File: src/rtl/transmisor_multicarril_pkg.sv
// Shared definitions for the multi-lane transmitter: width encodings, idle symbol,
// scrambler constants and the per-lane free-space rule.
package transmisor_multicarril_pkg;

    typedef enum logic [1:0] {
        W8   = 2'b00,
        W16  = 2'b01,
        W32  = 2'b10,
        W32B = 2'b11
    } width_e;

    typedef struct packed {
        logic       k;
        logic [7:0] data;
    } sym_t;

    localparam logic [7:0]  IDLE_SYM_DEF = 8'hBC;
    localparam logic [15:0] LFSR_SEED    = 16'hFFFF;
    // x^16 + x^5 + x^4 + x^3 + 1 : feedback from bits 15, 4, 3, 2
    localparam logic [15:0] LFSR_TAPS    = 16'h801C;

    function automatic int free_need(int lanes);
        return (4 + lanes - 1) / lanes;
    endfunction

    function automatic logic [2:0] width_bytes(logic [1:0] sel);
        case (width_e'(sel))
            W8:      return 3'd1;
            W16:     return 3'd2;
            default: return 3'd4;
        endcase
    endfunction

endpackage

File: src/rtl/transmisor_multicarril_if.sv
// Word-side handshake and per-lane serial outputs of the multi-lane transmitter.
interface transmisor_multicarril_if #(parameter int LANES = 2);
    logic [31:0]      dataIn;
    logic [3:0]       kIn;
    logic [1:0]       dataS;
    logic             validIn;
    logic             readyOut;
    logic [LANES-1:0] serialOut;
    logic [LANES-1:0] kOut;
    logic [LANES-1:0] symStart;

    modport master (output dataIn, kIn, dataS, validIn,
                    input  readyOut, serialOut, kOut, symStart);
    modport slave  (input  dataIn, kIn, dataS, validIn,
                    output readyOut, serialOut, kOut, symStart);
endinterface

File: src/rtl/transmisor_multicarril_serializador.sv
// One lane: byte FIFO (up to 4 pushes per cycle) feeding an 8-bit serializer.
// Optional per-lane scrambler under TRANSMISOR_SCRAMBLER_EN.
module carril_serializador
    import transmisor_multicarril_pkg::*;
#(
    parameter int         FIFO_DEPTH = 8,
    parameter logic [7:0] IDLE_SYM   = IDLE_SYM_DEF,
    localparam int        AW         = $clog2(FIFO_DEPTH),
    localparam int        CW         = AW + 1
) (
    input  logic           clk,
    input  logic           rst,
    input  logic [2:0]     push_cnt,
    input  sym_t [3:0]     push_sym,
    input  logic           load,
    input  logic [2:0]     bit_sel,
    output logic           ser,
    output logic           k_out,
    output logic [CW-1:0]  free
);

    sym_t          mem [FIFO_DEPTH];
    logic [AW-1:0] wr_ptr, rd_ptr;
    logic [CW-1:0] count;
    logic [7:0]    shift;
    logic          k_q;
    logic          pop;
    sym_t          nxt;
    logic [7:0]    sym_data;

    assign pop = load && (count != '0);
    assign nxt = pop ? mem[rd_ptr] : sym_t'{k: 1'b1, data: IDLE_SYM};

    always_ff @(posedge clk) begin
        for (int j = 0; j < 4; j++)
            if (3'(j) < push_cnt)
                mem[wr_ptr + AW'(j)] <= push_sym[j];
    end

`ifdef TRANSMISOR_SCRAMBLER_EN
    logic [15:0] lfsr, lfsr_adv;
    logic [7:0]  scr;

    // Eight LFSR steps per symbol; scr[j] scrambles serial bit j.
    always_comb begin
        lfsr_adv = lfsr;
        scr      = '0;
        for (int j = 0; j < 8; j++) begin
            scr[j]   = lfsr_adv[15];
            lfsr_adv = {lfsr_adv[14:0], ^(lfsr_adv & LFSR_TAPS)};
        end
    end

    always_ff @(posedge clk) begin
        if (rst)
            lfsr <= LFSR_SEED;
        else if (load)
            lfsr <= (nxt == sym_t'{k: 1'b1, data: IDLE_SYM}) ? LFSR_SEED : lfsr_adv;
    end

    assign sym_data = nxt.k ? nxt.data : (nxt.data ^ scr);
`else
    assign sym_data = nxt.data;
`endif

    always_ff @(posedge clk) begin
        if (rst) begin
            wr_ptr <= '0;
            rd_ptr <= '0;
            count  <= '0;
            shift  <= '0;
            k_q    <= 1'b0;
        end else begin
            wr_ptr <= wr_ptr + AW'(push_cnt);
            if (pop)
                rd_ptr <= rd_ptr + 1'b1;
            count <= count + CW'(push_cnt) - CW'(pop);
            if (load) begin
                shift <= sym_data;
                k_q   <= nxt.k;
            end
        end
    end

    assign ser   = shift[bit_sel];
    assign k_out = k_q;
    assign free  = CW'(FIFO_DEPTH) - count;

endmodule

File: src/rtl/transmisor_multicarril.sv
// Multi-lane transmitter top: byte striping, shared bit counter, readiness.
// Build with TRANSMISOR_SCRAMBLER_EN defined to scramble data symbols per lane.
module transmisor_multicarril
    import transmisor_multicarril_pkg::*;
#(
    parameter int         LANES      = 2,
    parameter int         FIFO_DEPTH = 8,
    parameter logic [7:0] IDLE_SYM   = IDLE_SYM_DEF
) (
    input  logic                     clk,
    input  logic                     rst,
    input  logic                     enb,
    transmisor_multicarril_if.slave  bus
);

    localparam int         CW    = $clog2(FIFO_DEPTH) + 1;
    localparam int         NEED  = free_need(LANES);
    localparam logic [1:0] LMASK = 2'(LANES - 1);

    logic [2:0]                  bit_cnt;
    logic [1:0]                  lane_ptr;
    logic [2:0]                  nbytes;
    logic                        xfer, load, all_free;
    logic [LANES-1:0][2:0]       push_cnt;
    sym_t [LANES-1:0][3:0]       push_sym;
    logic [LANES-1:0][CW-1:0]    free;
    logic [LANES-1:0]            ser, k_lane;

    // Space for the worst-case word on every lane, whatever dataS says.
    always_comb begin
        all_free = 1'b1;
        for (int l = 0; l < LANES; l++)
            if (free[l] < CW'(NEED))
                all_free = 1'b0;
    end

    assign bus.readyOut = enb & ~rst & all_free;
    assign xfer         = bus.validIn & bus.readyOut;
    assign load         = enb & (bit_cnt == 3'd7);
    assign nbytes       = width_bytes(bus.dataS);

    always_comb begin
        push_cnt = '0;
        push_sym = '0;
        for (int l = 0; l < LANES; l++)
            for (int i = 0; i < 4; i++)
                if (xfer && (3'(i) < nbytes) &&
                    (((lane_ptr + 2'(i)) & LMASK) == 2'(l))) begin
                    push_sym[l][push_cnt[l][1:0]] = sym_t'{k: bus.kIn[i], data: bus.dataIn[8*i +: 8]};
                    push_cnt[l] = push_cnt[l] + 3'd1;
                end
    end

    always_ff @(posedge clk) begin
        if (rst) begin
            bit_cnt  <= 3'd7;
            lane_ptr <= '0;
        end else if (enb) begin
            bit_cnt <= bit_cnt + 3'd1;
            if (xfer)
                lane_ptr <= (lane_ptr + nbytes[1:0]) & LMASK;
        end
    end

    for (genvar l = 0; l < LANES; l++) begin : g_lane
        carril_serializador #(
            .FIFO_DEPTH (FIFO_DEPTH),
            .IDLE_SYM   (IDLE_SYM)
        ) u_lane (
            .clk      (clk),
            .rst      (rst),
            .push_cnt (push_cnt[l]),
            .push_sym (push_sym[l]),
            .load     (load),
            .bit_sel  (bit_cnt),
            .ser      (ser[l]),
            .k_out    (k_lane[l]),
            .free     (free[l])
        );
    end

    assign bus.serialOut = ser;
    assign bus.kOut      = k_lane;
    assign bus.symStart  = {LANES{bit_cnt == 3'd0}};

endmodule

File: src/flat_wrapper.sv
// flat-port wrapper written by rule: the top's interface ports become plain ports
module transmisor_multicarril_flat import transmisor_multicarril_pkg::*;
#(
    parameter int         LANES      = 2,
    parameter int         FIFO_DEPTH = 8,
    parameter logic [7:0] IDLE_SYM   = IDLE_SYM_DEF
)
  (clk, rst, enb, bus_dataIn, bus_kIn, bus_dataS, bus_validIn, bus_readyOut, bus_serialOut, bus_kOut, bus_symStart);
  transmisor_multicarril_if #(.LANES(LANES)) bus_i ();
  input  logic clk;
  input  logic rst;
  input  logic enb;
  input wire logic [$bits(bus_i.dataIn)-1:0] bus_dataIn;
  input wire logic [$bits(bus_i.kIn)-1:0] bus_kIn;
  input wire logic [$bits(bus_i.dataS)-1:0] bus_dataS;
  input wire logic [$bits(bus_i.validIn)-1:0] bus_validIn;
  output wire logic [$bits(bus_i.readyOut)-1:0] bus_readyOut;
  output wire logic [$bits(bus_i.serialOut)-1:0] bus_serialOut;
  output wire logic [$bits(bus_i.kOut)-1:0] bus_kOut;
  output wire logic [$bits(bus_i.symStart)-1:0] bus_symStart;
  assign bus_i.dataIn = bus_dataIn;
  assign bus_i.kIn = bus_kIn;
  assign bus_i.dataS = bus_dataS;
  assign bus_i.validIn = bus_validIn;
  assign bus_readyOut = bus_i.readyOut;
  assign bus_serialOut = bus_i.serialOut;
  assign bus_kOut = bus_i.kOut;
  assign bus_symStart = bus_i.symStart;
  transmisor_multicarril #(.LANES(LANES), .FIFO_DEPTH(FIFO_DEPTH), .IDLE_SYM(IDLE_SYM)) u_core (.clk(clk), .rst(rst), .enb(enb), .bus(bus_i));
endmodule
File: config.mk
export PLATFORM = sky130hd
export DESIGN_NAME = transmisor_multicarril_flat
export DESIGN_NICKNAME = d
export VERILOG_FILES = /design/src/rtl/transmisor_multicarril_pkg.sv /design/src/rtl/transmisor_multicarril_if.sv /design/src/rtl/transmisor_multicarril_serializador.sv /design/src/rtl/transmisor_multicarril.sv /design/src/flat_wrapper.sv
export SDC_FILE = /design/constraint.sdc
export NUM_CORES = 1
export LEC_CHECK = 0
export ABC_AREA = 1
export CAP_MARGIN = 10
export CORE_UTILIZATION = 37
export CTS_CLUSTER_SIZE = 40
export DETAILED_ROUTE_END_ITERATION = 16
export HOLD_SLACK_MARGIN = 0.12
export SLEW_MARGIN = 0
export SYNTH_ARGS = -nofsm -noshare
export SYNTH_HDL_FRONTEND = slang
export SYNTH_SLANG_ARGS = --single-unit
File: constraint.sdc
create_clock -name clk -period 9.7 [get_ports clk]
set_input_delay 1.94 -clock clk [delete_from_list [all_inputs] [get_ports clk]]
set_output_delay 1.94 -clock clk [all_outputs]
set_load 0.01 [all_outputs]
Yosys cells after proc, flatten, opt, wreduce, memory -nomap -nowiden
Memories as Yosys holds them, arrays and structs flattened. A register that Yosys moved wholly into a read port is not among the register bits.
Index checks and enable logic that the tools add are counted.
- $add $sub $neg: 27
- $lt $le $gt $ge: 27
- equality and inequality tests: 2
- multiplexer cells: 75
- bitwise gates (word level): 5
- reduce and logical (&&, ||, !) cells: 33
- operators with widths (kind ; count):
    $bwmux 36 ; 6
    $mux 36 ; 6
    $mux 9 ; 14
    $demux 9 s2 ; 6
    $mux 3 ; 14
    $reduce_or 9->1 ; 4
    $add 3x1->3 const B ; 9
    $mux 1 ; 26
    $logic_and 1x1->1 ; 20
    $lt 1x3->1 const A ; 6
    $lt 2x3->1 const A ; 6
    $add 3x2->3 const B ; 4
    $lt 2x3->1 const B ; 4
    $logic_not 2->1 ; 5
    $add 4x3->4 ; 2
    $ge 2x1->1 const B ; 4
    $lt 4x2->1 const B ; 2
    $reduce_bool 4->1 ; 2
    $sub 4x1->4 ; 2
    $sub 4x4->4 const A ; 2
    $add 3x3->3 ; 2
    $bmux 1 s3 ; 2
    $lt 1x3->1 const B ; 2
    $pmux 3 s2 ; 1
    other kinds (11) ; 18
- register bits: 42
- bits in writable memories: 144
- output and inout port bits: 7
- logic and storage cells: 183
- memories: 2
- memories (name ; depth ; width ; read ports ; clocked after memory_dff ; write ports ; line ; RTL):
    u_core.g_lane[0].u_lane.mem ; 8 ; 9 ; 1 ; 1 ; 2 ; transmisor_multicarril_serializador.sv:22 ; sym_t mem [FIFO_DEPTH];
    u_core.g_lane[1].u_lane.mem ; 8 ; 9 ; 1 ; 1 ; 2 ; transmisor_multicarril_serializador.sv:22 ;

Longest topological paths before layout
Gate-level depths: netlist of the first run.
- word-level depth: 21
- gate-level depth with buffers: 24
- gate-level depth less buffers: 23

Hierarchy
Synthesis of the first run repeated with hierarchy kept, for this count alone.
- cell total of the unflattened synthesis: 2588
- area, all modules: 16156.7 µm²
- by module, submodules not included (module ; times used ; cells an instance ; area each (µm²)):
    carril_serializador at u_core.g_lane[1].u_lane ; 1 ; 1130 ; 7283.2
    carril_serializador at u_core.g_lane[0].u_lane ; 1 ; 1134 ; 7215.7
    transmisor_multicarril ; 1 ; 324 ; 1657.8

Least setup slack after synthesis of the first run
No wires, ideal clock.
- path type: in2reg
- start: input port bus_dataS[0]
- end: register u_core.g_lane[1].u_lane.count[3]
- arrival time: 4947 ps
- slack: 4683 ps
- cell stages on the path: 19
- buffers on the path: 1
- path through: nor2_1 > inv_1 > ha_1 > inv_1 > nand4_4 > inv_1 > ha_1 > inv_1 > nor2_4 > inv_2 > buf_2 > ha_1 > inv_1 > ha_1 > nand2_1 > nor2_1 > a211oi_1 > o21ai_0 > a21oi_1
- cells in the longest elaborated chain, start to end: 14
- ends and longest elaborated chain (element ; line ; RTL):
    start: declaration ; flat_wrapper.sv:15 ; input wire logic [$bits(bus_i.dataS)-1:0] bus_dataS;
    $eq 2x1->1 or $logic_not 2->1 (tied branches) ; transmisor_multicarril_pkg.sv:27 ; case (width_e'(sel))
    $pmux 3 s2 * ; transmisor_multicarril_pkg.sv:27 ;
    $lt 1x3->1 ; transmisor_multicarril.sv:47 ; if (xfer && (3'(i) < nbytes) &&
    $logic_and 1x1->1 (2 in a row) ; transmisor_multicarril.sv:47 ;
    $mux 1 ; transmisor_multicarril.sv:47 ;
    $add 1x1->2 ; transmisor_multicarril.sv:50 ; push_cnt[l] = push_cnt[l] + 3'd1;
    $mux 3 ; transmisor_multicarril.sv:47 ;
    $add 3x1->3 ; transmisor_multicarril.sv:50 ;
    $mux 3 ; transmisor_multicarril.sv:47 ;
    $add 3x1->3 ; transmisor_multicarril.sv:50 ;
    $mux 3 * ; transmisor_multicarril.sv:47 ;
    $add 4x3->4 * ; transmisor_multicarril_serializador.sv:77 ; count <= count + CW'(push_cnt) - CW'(pop);
    $sub 4x1->4 * ; transmisor_multicarril_serializador.sv:77 ;
    end signal: assignment ; transmisor_multicarril_serializador.sv:77 ;
    end: declaration ; transmisor_multicarril_serializador.sv:24 ; logic [CW-1:0] count;
Mark *: on every way between the ends. The rest lies on a longest branch, timed or not.
A chain may end at the register's enable or synchronous reset.

Final worst setup path of the first run
- start: input port enb
- end: output port bus_readyOut
- cells in the longest elaborated chain, start to end: 2
- ends and longest elaborated chain (element ; line ; RTL):
    start: declaration ; flat_wrapper.sv:12 ; input logic enb;
    $and 1x1->1 (2 in a row) ; transmisor_multicarril.sv:37 ; assign bus.readyOut = enb & ~rst & all_free;
    end: declaration ; flat_wrapper.sv:17 ; output wire logic [$bits(bus_i.readyOut)-1:0] bus_readyOut;
No other way between the ends.

==> results.txt, run 1 <==
----------------------------------------------------
[Die]
  Area inside the core boundary ... 30900 um^2
  Number of placement rows ... 64
  I/O pins ... 49
  Initial cell density of the core ... 37.9%
  Die Y-Extent ... 180 um
  Chip Width ... 180 um
  Floorplan die area ... 32400 um^2

[STA]
  Finish-stage setup viols ... 0
  Sum of negative setup slack ... 0 ns
  Transition time at the pin with the least slew margin ... 1.21 ns
  RSZ-0062 raised after global routing ... no
  Final period util ... 59.3%
  Number of pins with negative max-slew slack in the final report ... 0
  Hold Fails Final Rpt ... 0
  Max transition margin ... 19.6%
  Minimum period implied by the final worst setup slack ... 5.75 ns
  Upper clock frequency limit ... 174 MHz
  Worst setup skew after layout ... 0.0164 ns

[Final layout]
  Leading cell type in the layout, fill and taps excluded ... nand2_1
  Share of final-layout standard cells stronger than drive strength 1 ... 7.83%
  Seq. cell area ... 5290 um^2
  Number of antenna repair diodes ... 0
  Number of nets at the end of the flow ... 1587
  Total area of multi-input combinational cells ... 5630 um^2
  Final design instance area without fill ... 13100 um^2
  Top library cells by usage in the layout, fill and taps aside ... 556 x nand2_1, 144 x edfxtp_1, 130 x nand3_1, 102 x nor2_1, 94 x inv_1
  Non-filler instance count after layout ... 1916
  Post-layout utilization of the core ... 42.3%
  Signed area change from the synthesized netlist to the final layout ... 11.5%
  Number of inserted filler cells in the final layout ... 3164

[GRT]
  Residual overflow from global routing ... 0
  Number of antenna violations at the first check in global routing ... 0
  Global routing usage summed across all routing layers ... 22.8%
  Via count of the first global-routing pass ... 9805
  Global-route wire length before repair ... 56700 um
  Pin count of the biggest net entering global routing ... 38

[Synth]
  Count of yosys warnings during synthesis ... 0
  Proportion of netlist area held by the largest area contributor ... 36.9%
  Async set-reset flop share out of synthesis ... 0%
  Synth top area cells ... edfxtp_1 37%, nand2_1 18%, dfxtp_1 8.2%
  Number of distinct library cells after synthesis ... 45
  Sequential share of the synthesized area ... 45.1%
  Mean instance size in the synthesized netlist ... 7.83 um^2
  Main synth FF type ... edfxtp_1
  Post-synthesis instance total ... 1497
  Cell type with the largest total area after synthesis ... edfxtp_1
  Netlist area before placement ... 11700 um^2
  Synth Register Bits ... 192
  Nets in the synthesized netlist ... 1577
  Number of enable flip-flop cells after synthesis ... 144

[Flow run]
  Max-Cap Viols ... 0

[Power]
  Worst voltage drop across the vdd grid ... 105 uV
  Power density relative to cell area ... 199 nW/um^2
  Leakage power summed over all cells ... 5.74 nW
  Design Power ... 2.60 mW

[Detailed routing]
  Via Count ... 10400
  WL final ... 36100 um
  Uppermost layer routed ... met4
  Antenna viol nets, final ... 0
  Routed wire length on met2 ... 15800 um
  Met3 layer wire length in the routed design ... 2830 um
  Metal-1 WL ... 16300 um
  Initial DRT Pass Iterations ... 12
  Routed length per instance ... 18.8 um
  DRC violations left ... 3
  Violation count after the first detailed-route iteration ... 1223
  Average vias per placed instance ... 5.43

[Setup path]
  Arrival time of the worst setup path ... 3.81 ns
  Endpoint required time on the critical path ... 7.76 ns
  Kind of critical path ... in2out
  Endpoint kind of the worst setup timing path ... primary output
  Startpoint types ... primary input
  CP max FO ... 8

[Clock tree]
  # hold bufs at CTS ... 0
  Number of buffers inserted during clock tree synthesis ... 17
  Post-CTS Setup Repair Bufs ... 0
  # resized after CTS ... 0
  Clk_lat worst skew ... 0.45 ns
  Clock Sinks ... 192
  Worst-path clk slew ... 0.08 ns
  Maximum clock insertion buffer count ... 2
  H-tree level count ... 4
  Clock tree root buffer cell ... clkbuf_16
  CTS tree ... built

[Placed design]
  Number of buffers inserted by port buffering ... 48
  HPWL after detailed placement ... 25600 um
  Final weighted congestion in routability-driven placement ... 0.938
  Number of placed cells counting well taps ... 1884
  Placed cell areas ... 12400 um^2

[Run status]
  Result of the run ... complete, but fails checks
  Violations in the final reports ... DRC

[Hold path]
  Worst hold path class ... reg2reg

----------------------------------------------------
-- registers in the layout, summed over array words and instances, names as in the netlist, named ones only --
signal and count:
u_core.bit_cnt 3, u_core.lane_ptr 1, u_core.g_lane.u_lane.count 8, u_core.g_lane.u_lane.wr_ptr 6, u_core.g_lane.u_lane.rd_ptr 6, u_core.g_lane.u_lane.shift 16, u_core.g_lane.u_lane.k_out 2, u_core.g_lane.u_lane.mem 144
-- cell type report --
class / count / area share (%)
Multi-Input combinational cell: 1111 / 43.1
Sequential cell: 192 / 40.5
Timing Repair Buffer: 56 / 4.14
Clock buffer: 20 / 3.83
Tap cell: 396 / 3.79
Inverter: 129 / 3.73
Clock inverter: 12 / 0.920
-- routing by layer --
layer	global-route usage (%)	up-vias
met4	8.28	0
met2	34.8	464
met5	0	-
li1	-	5021
met3	3.38	66
met1	32.6	4851
-- report_power, final --
group          leakage, nW  internal [mW]  switching, mW  total [mW]
Clock                0.308          0.389          0.355       0.744
Combinational         3.70          0.269          0.562       0.831
Sequential            1.73          0.975         0.0459        1.02
-- synthesized netlist by cell type, types with 7 or more instances --
cell / n
a21oi_1: 71
a221oi_1: 24
buf_2: 21
buf_4: 7
clkbuf_1: 35
clkinv_1: 24
dfxtp_1: 48
edfxtp_1: 144
ha_1: 34
inv_1: 94
inv_2: 10
nand2_1: 556
nand2_2: 23
nand3_1: 130
nand3_2: 10
nor2_1: 102
o21ai_0: 46
o221ai_1: 12
o22ai_1: 14
o31ai_1: 12
xor2_1: 7
-- stage by stage --
| stage | hold slack, ns | worst slack, ns |
|---|---|---|
| after floorplan | 0.433 | 4.68 |
| after global placement | 0.443 | 3.89 |
| after detailed placement | 0.454 | 3.77 |
| after CTS | 0.468 | 3.96 |
| after global routing | 0.499 | 3.80 |
| final | 0.466 | 3.95 |
-- worst max-delay path: stages --
cell	delay, ns
clkdlybuf4s50_1	0.61
inv_1	0.20
nor2_4	0.20
nand2_4	0.09
nor2_8	0.17
clkdlybuf4s50_1	0.58
-- worst paths after layout --
check	cells after the start	start	slack (ns)	endpoint
max	6	enb	3.95	bus_readyOut
min	2	u_core.g_lane[1].u_lane.shift[6]$_SDFFE_PP0P_	0.47	u_core.g_lane[1].u_lane.shift[6]$_SDFFE_PP0P_
max reg2reg	18	u_core.g_lane[0].u_lane.count[1]$_SDFF_PP0_	5.86	u_core.g_lane[1].u_lane.mem[0][4]$_DFFE_PP_
min reg2reg	2	u_core.g_lane[1].u_lane.shift[6]$_SDFFE_PP0P_	0.47	u_core.g_lane[1].u_lane.shift[6]$_SDFFE_PP0P_
-- cell families after synthesis --
| logic type | after synthesis | share of synthesized area, % |
|---|---|---|
| buffers and inverters | 194 | 6.81 |
| adder cells (fa/ha/maj) | 38 | 4.31 |
| AND/OR/NAND/NOR | 856 | 31.9 |
| AO/OA/AOI/OAI | 204 | 10.9 |
| flip-flops | 192 | 45.1 |
| XOR/XNOR | 13 | 0.972 |
Note: power is estimated with default switching activity, not from simulation.
==> run 2: changes to the inputs <==
==> constraint.sdc (replaced) <==
create_clock -name clk -period 5 [get_ports clk]
set_input_delay 1 -clock clk [delete_from_list [all_inputs] [get_ports clk]]
set_output_delay 1 -clock clk [all_outputs]
set_load 0.01 [all_outputs]
==> run 2 against run 1 <==
Against the previous run:
- the flow still finishes with violations (DRC)
- first-iteration DRC count down 18%
- clock power increased by 81%
- flip-flop and latch count stayed put
- non-clock buffer count up 16
- combinational power up 95%
- global-route usage down 0.54 points
- count of clock-buffer cells in the layout down 2
- critical path depth up 11
- clock skew is 0.0017 ns lower
- utilization increased by 0.22 points
- worst hold slack worse by 0.0046 ns
==> results.txt, run 2 (synthesis gave the netlist of run 1 again) <==
----------------------------------------------------
[Final layout]
  Number of inserted filler cells in the final layout ... 3118 (-1.5%)
  Number of antenna repair diodes ... 0 (unchanged)
  Number of flip-flops under the largest register name ... 144 (unchanged)
  Total area of multi-input combinational cells ... 5630 um^2 (unchanged)
  Seq. cell area ... 5290 um^2 (unchanged)
  Signed area change from the synthesized netlist to the final layout ... 12.1%
  Number of nets at the end of the flow ... 1603 (+1.0%)
  Share of final-layout standard cells stronger than drive strength 1 ... 8.79% (+0.96 points)
  Leading cell type in the layout, fill and taps excluded ... nand2_1
  Final design instance area without fill ... 13100 um^2 (+0.53%)
  Largest Register ... u_core.g_lane.u_lane.mem
  Top library cells by usage in the layout, fill and taps aside ... 556 x nand2_1, 144 x edfxtp_1, 130 x nand3_1, 102 x nor2_1, 94 x inv_1
  Registers with the highest flip-flop counts ... u_core.g_lane.u_lane.mem: 144 flops, u_core.g_lane.u_lane.shift: 16 flops, u_core.g_lane.u_lane.count: 8 flops

[Setup path]
  Endpoint required time on the critical path ... 5.20 ns (-2.56 ns)
  Startpoint types ... primary input
  Endpoint kind of the worst setup timing path ... register
  Kind of critical path ... in2reg
  CP max FO ... 11 (+3)
  Arrival time of the worst setup path ... 4.51 ns (+0.70 ns)

[Die]
  Initial cell density of the core ... 37.9% (unchanged)
  Area inside the core boundary ... 30900 um^2 (unchanged)
  Die Y-Extent ... 180 um (unchanged)
  Chip Width ... 180 um (unchanged)
  I/O pins ... 49 (unchanged)
  Number of placement rows ... 64 (unchanged)
  Floorplan die area ... 32400 um^2 (unchanged)

[Clock tree]
  Clk_lat worst skew ... 0.45 ns (about the same)
  H-tree level count ... 4 (unchanged)
  Post-CTS Setup Repair Bufs ... 0 (unchanged)
  # hold bufs at CTS ... 0 (unchanged)
  Number of buffers inserted during clock tree synthesis ... 17 (unchanged)
  CTS tree ... built
  Clock tree root buffer cell ... clkbuf_16
  Clock Sinks ... 192 (unchanged)
  # resized after CTS ... 0 (unchanged)
  Worst-path clk slew ... 0.08 ns (about the same)
  Maximum clock insertion buffer count ... 2 (unchanged)

[Power]
  Power density relative to cell area ... 376 nW/um^2 (+89%)
  Leakage power summed over all cells ... 5.80 nW (+0.99%)
  Worst voltage drop across the vdd grid ... 249 uV (+140%)

[Detailed routing]
  Via Count ... 10400 (-0.14%)
  Antenna viol nets, final ... 0 (unchanged)
  Initial DRT Pass Iterations ... 12 (unchanged)
  Routed length per instance ... 18.2 um (-3.5%)
  Violation count after the first detailed-route iteration ... 1001 (-18%)
  Average vias per placed instance ... 5.38 (-0.97%)
  WL final ... 35100 um (-2.7%)
  DRC violations left ... 3 (unchanged)

[STA]
  Minimum period implied by the final worst setup slack ... 4.32 ns
  Number of pins with negative max-slew slack in the final report ... 0 (unchanged)
  Upper clock frequency limit ... 232 MHz
  RSZ-0062 raised after global routing ... no
  Sum of negative setup slack ... 0 ns (unchanged)
  Worst setup skew after layout ... 0.0147 ns (-0.00166 ns)
  Transition time at the pin with the least slew margin ... 0.947 ns (-0.259 ns)
  Hold Fails Final Rpt ... 0 (unchanged)
  Final period util ... 86.3%
  Max transition margin ... 36.9% (+17 points)
  Finish-stage setup viols ... 0 (unchanged)

[Placed design]
  Final weighted congestion in routability-driven placement ... 0.886 (-5.5%)
  HPWL after detailed placement ... 25600 um (-0.11%)
  Placed cell areas ... 12600 um^2 (+0.97%)
  Number of buffers inserted by port buffering ... 48 (unchanged)

[GRT]
  Number of antenna violations at the first check in global routing ... 0 (unchanged)
  Global routing usage summed across all routing layers ... 22.2% (-0.54 points)
  Pin count of the biggest net entering global routing ... 38 (unchanged)
  Via count of the first global-routing pass ... 10000 (+2.0%)
  Global-route wire length before repair ... 56100 um (-0.95%)
  Residual overflow from global routing ... 0 (unchanged)

[Flow run]
  Max-Cap Viols ... 0 (unchanged)

[Run status]
  Result of the run ... complete, but fails checks
  Violations in the final reports ... DRC

[Hold path]
  Worst hold path class ... reg2reg

----------------------------------------------------
## run 2: routing by layer
| metal | track usage [%] | wire, um | vias up |
|---|---|---|---|
| met1 | 30.1 | 15600 | 4871 |
| met3 | 3.57 | 2520 | 56 |
| met2 | 35.9 | 16000 | 414 |
| met4 | 8.03 | 978 | 0 |
| met5 | 0 | 0 | - |
| li1 | - | - | 5046 |
## run 2: power breakdown
part	leakage, nW	internal [mW]	total [mW]	switching [mW]
Combinational	3.77	0.535	1.62	1.08
Clock	0.289	0.684	1.35	0.664
Sequential	1.73	1.89	1.97	0.0826
## run 2: layout make-up
class | count | area share, %
Tap cell | 396 | 3.77
Clock inverter | 14 | 0.905
Timing Repair Buffer | 72 | 5.03
Clock buffer | 18 | 3.43
Sequential cell | 192 | 40.3
Inverter | 129 | 3.71
Multi-Input combinational cell | 1111 | 42.9
## run 2: worst max-delay path, cell delays in order
cell             delay (ns)
clkdlybuf4s50_1        0.42
nor2_1                 0.37
inv_1                  0.14
ha_1                   0.33
inv_1                  0.15
nand4_4                0.12
buf_4                  0.20
inv_2                  0.13
ha_1                   0.24
inv_1                  0.06
nor2_2                 0.05
nor2_2                 0.19
nand2_4                0.12
nand2_1                0.36
clkinv_1               0.38
nand2_1                0.16
nand2_1                0.08
## run 2: through the flow
stage	utilization, %	worst slack, ns	hold slack [ns]	total power [mW]	std cells
2_1_floorplan	-	0.923	0.433	3.15	1497
3_3_place_gp	40.6	0.339	0.443	3.58	1900
3_5_place_dp	40.6	0.238	0.456	3.62	1900
4_1_cts	42.5	0.714	0.462	4.95	1932
5_1_grt	42.5	0.379	0.485	5.24	1932
6_report	42.5	0.683	0.462	4.94	1932
## run 2: worst paths after layout
path	from	endpoint	slack [ns]	cells after the start
max reg2reg	u_core.g_lane[0].u_lane.count[1]$_SDFF_PP0_	u_core.g_lane[1].u_lane.mem[4][0]$_DFFE_PP_	1.36	20
min	u_core.g_lane[1].u_lane.rd_ptr[2]$_SDFFE_PP0P_	register	0.46	2
min reg2reg	u_core.g_lane[1].u_lane.rd_ptr[2]$_SDFFE_PP0P_	register	0.46	2
max	bus_dataS[0]	u_core.g_lane[0].u_lane.mem[4][3]$_DFFE_PP_	0.68	17
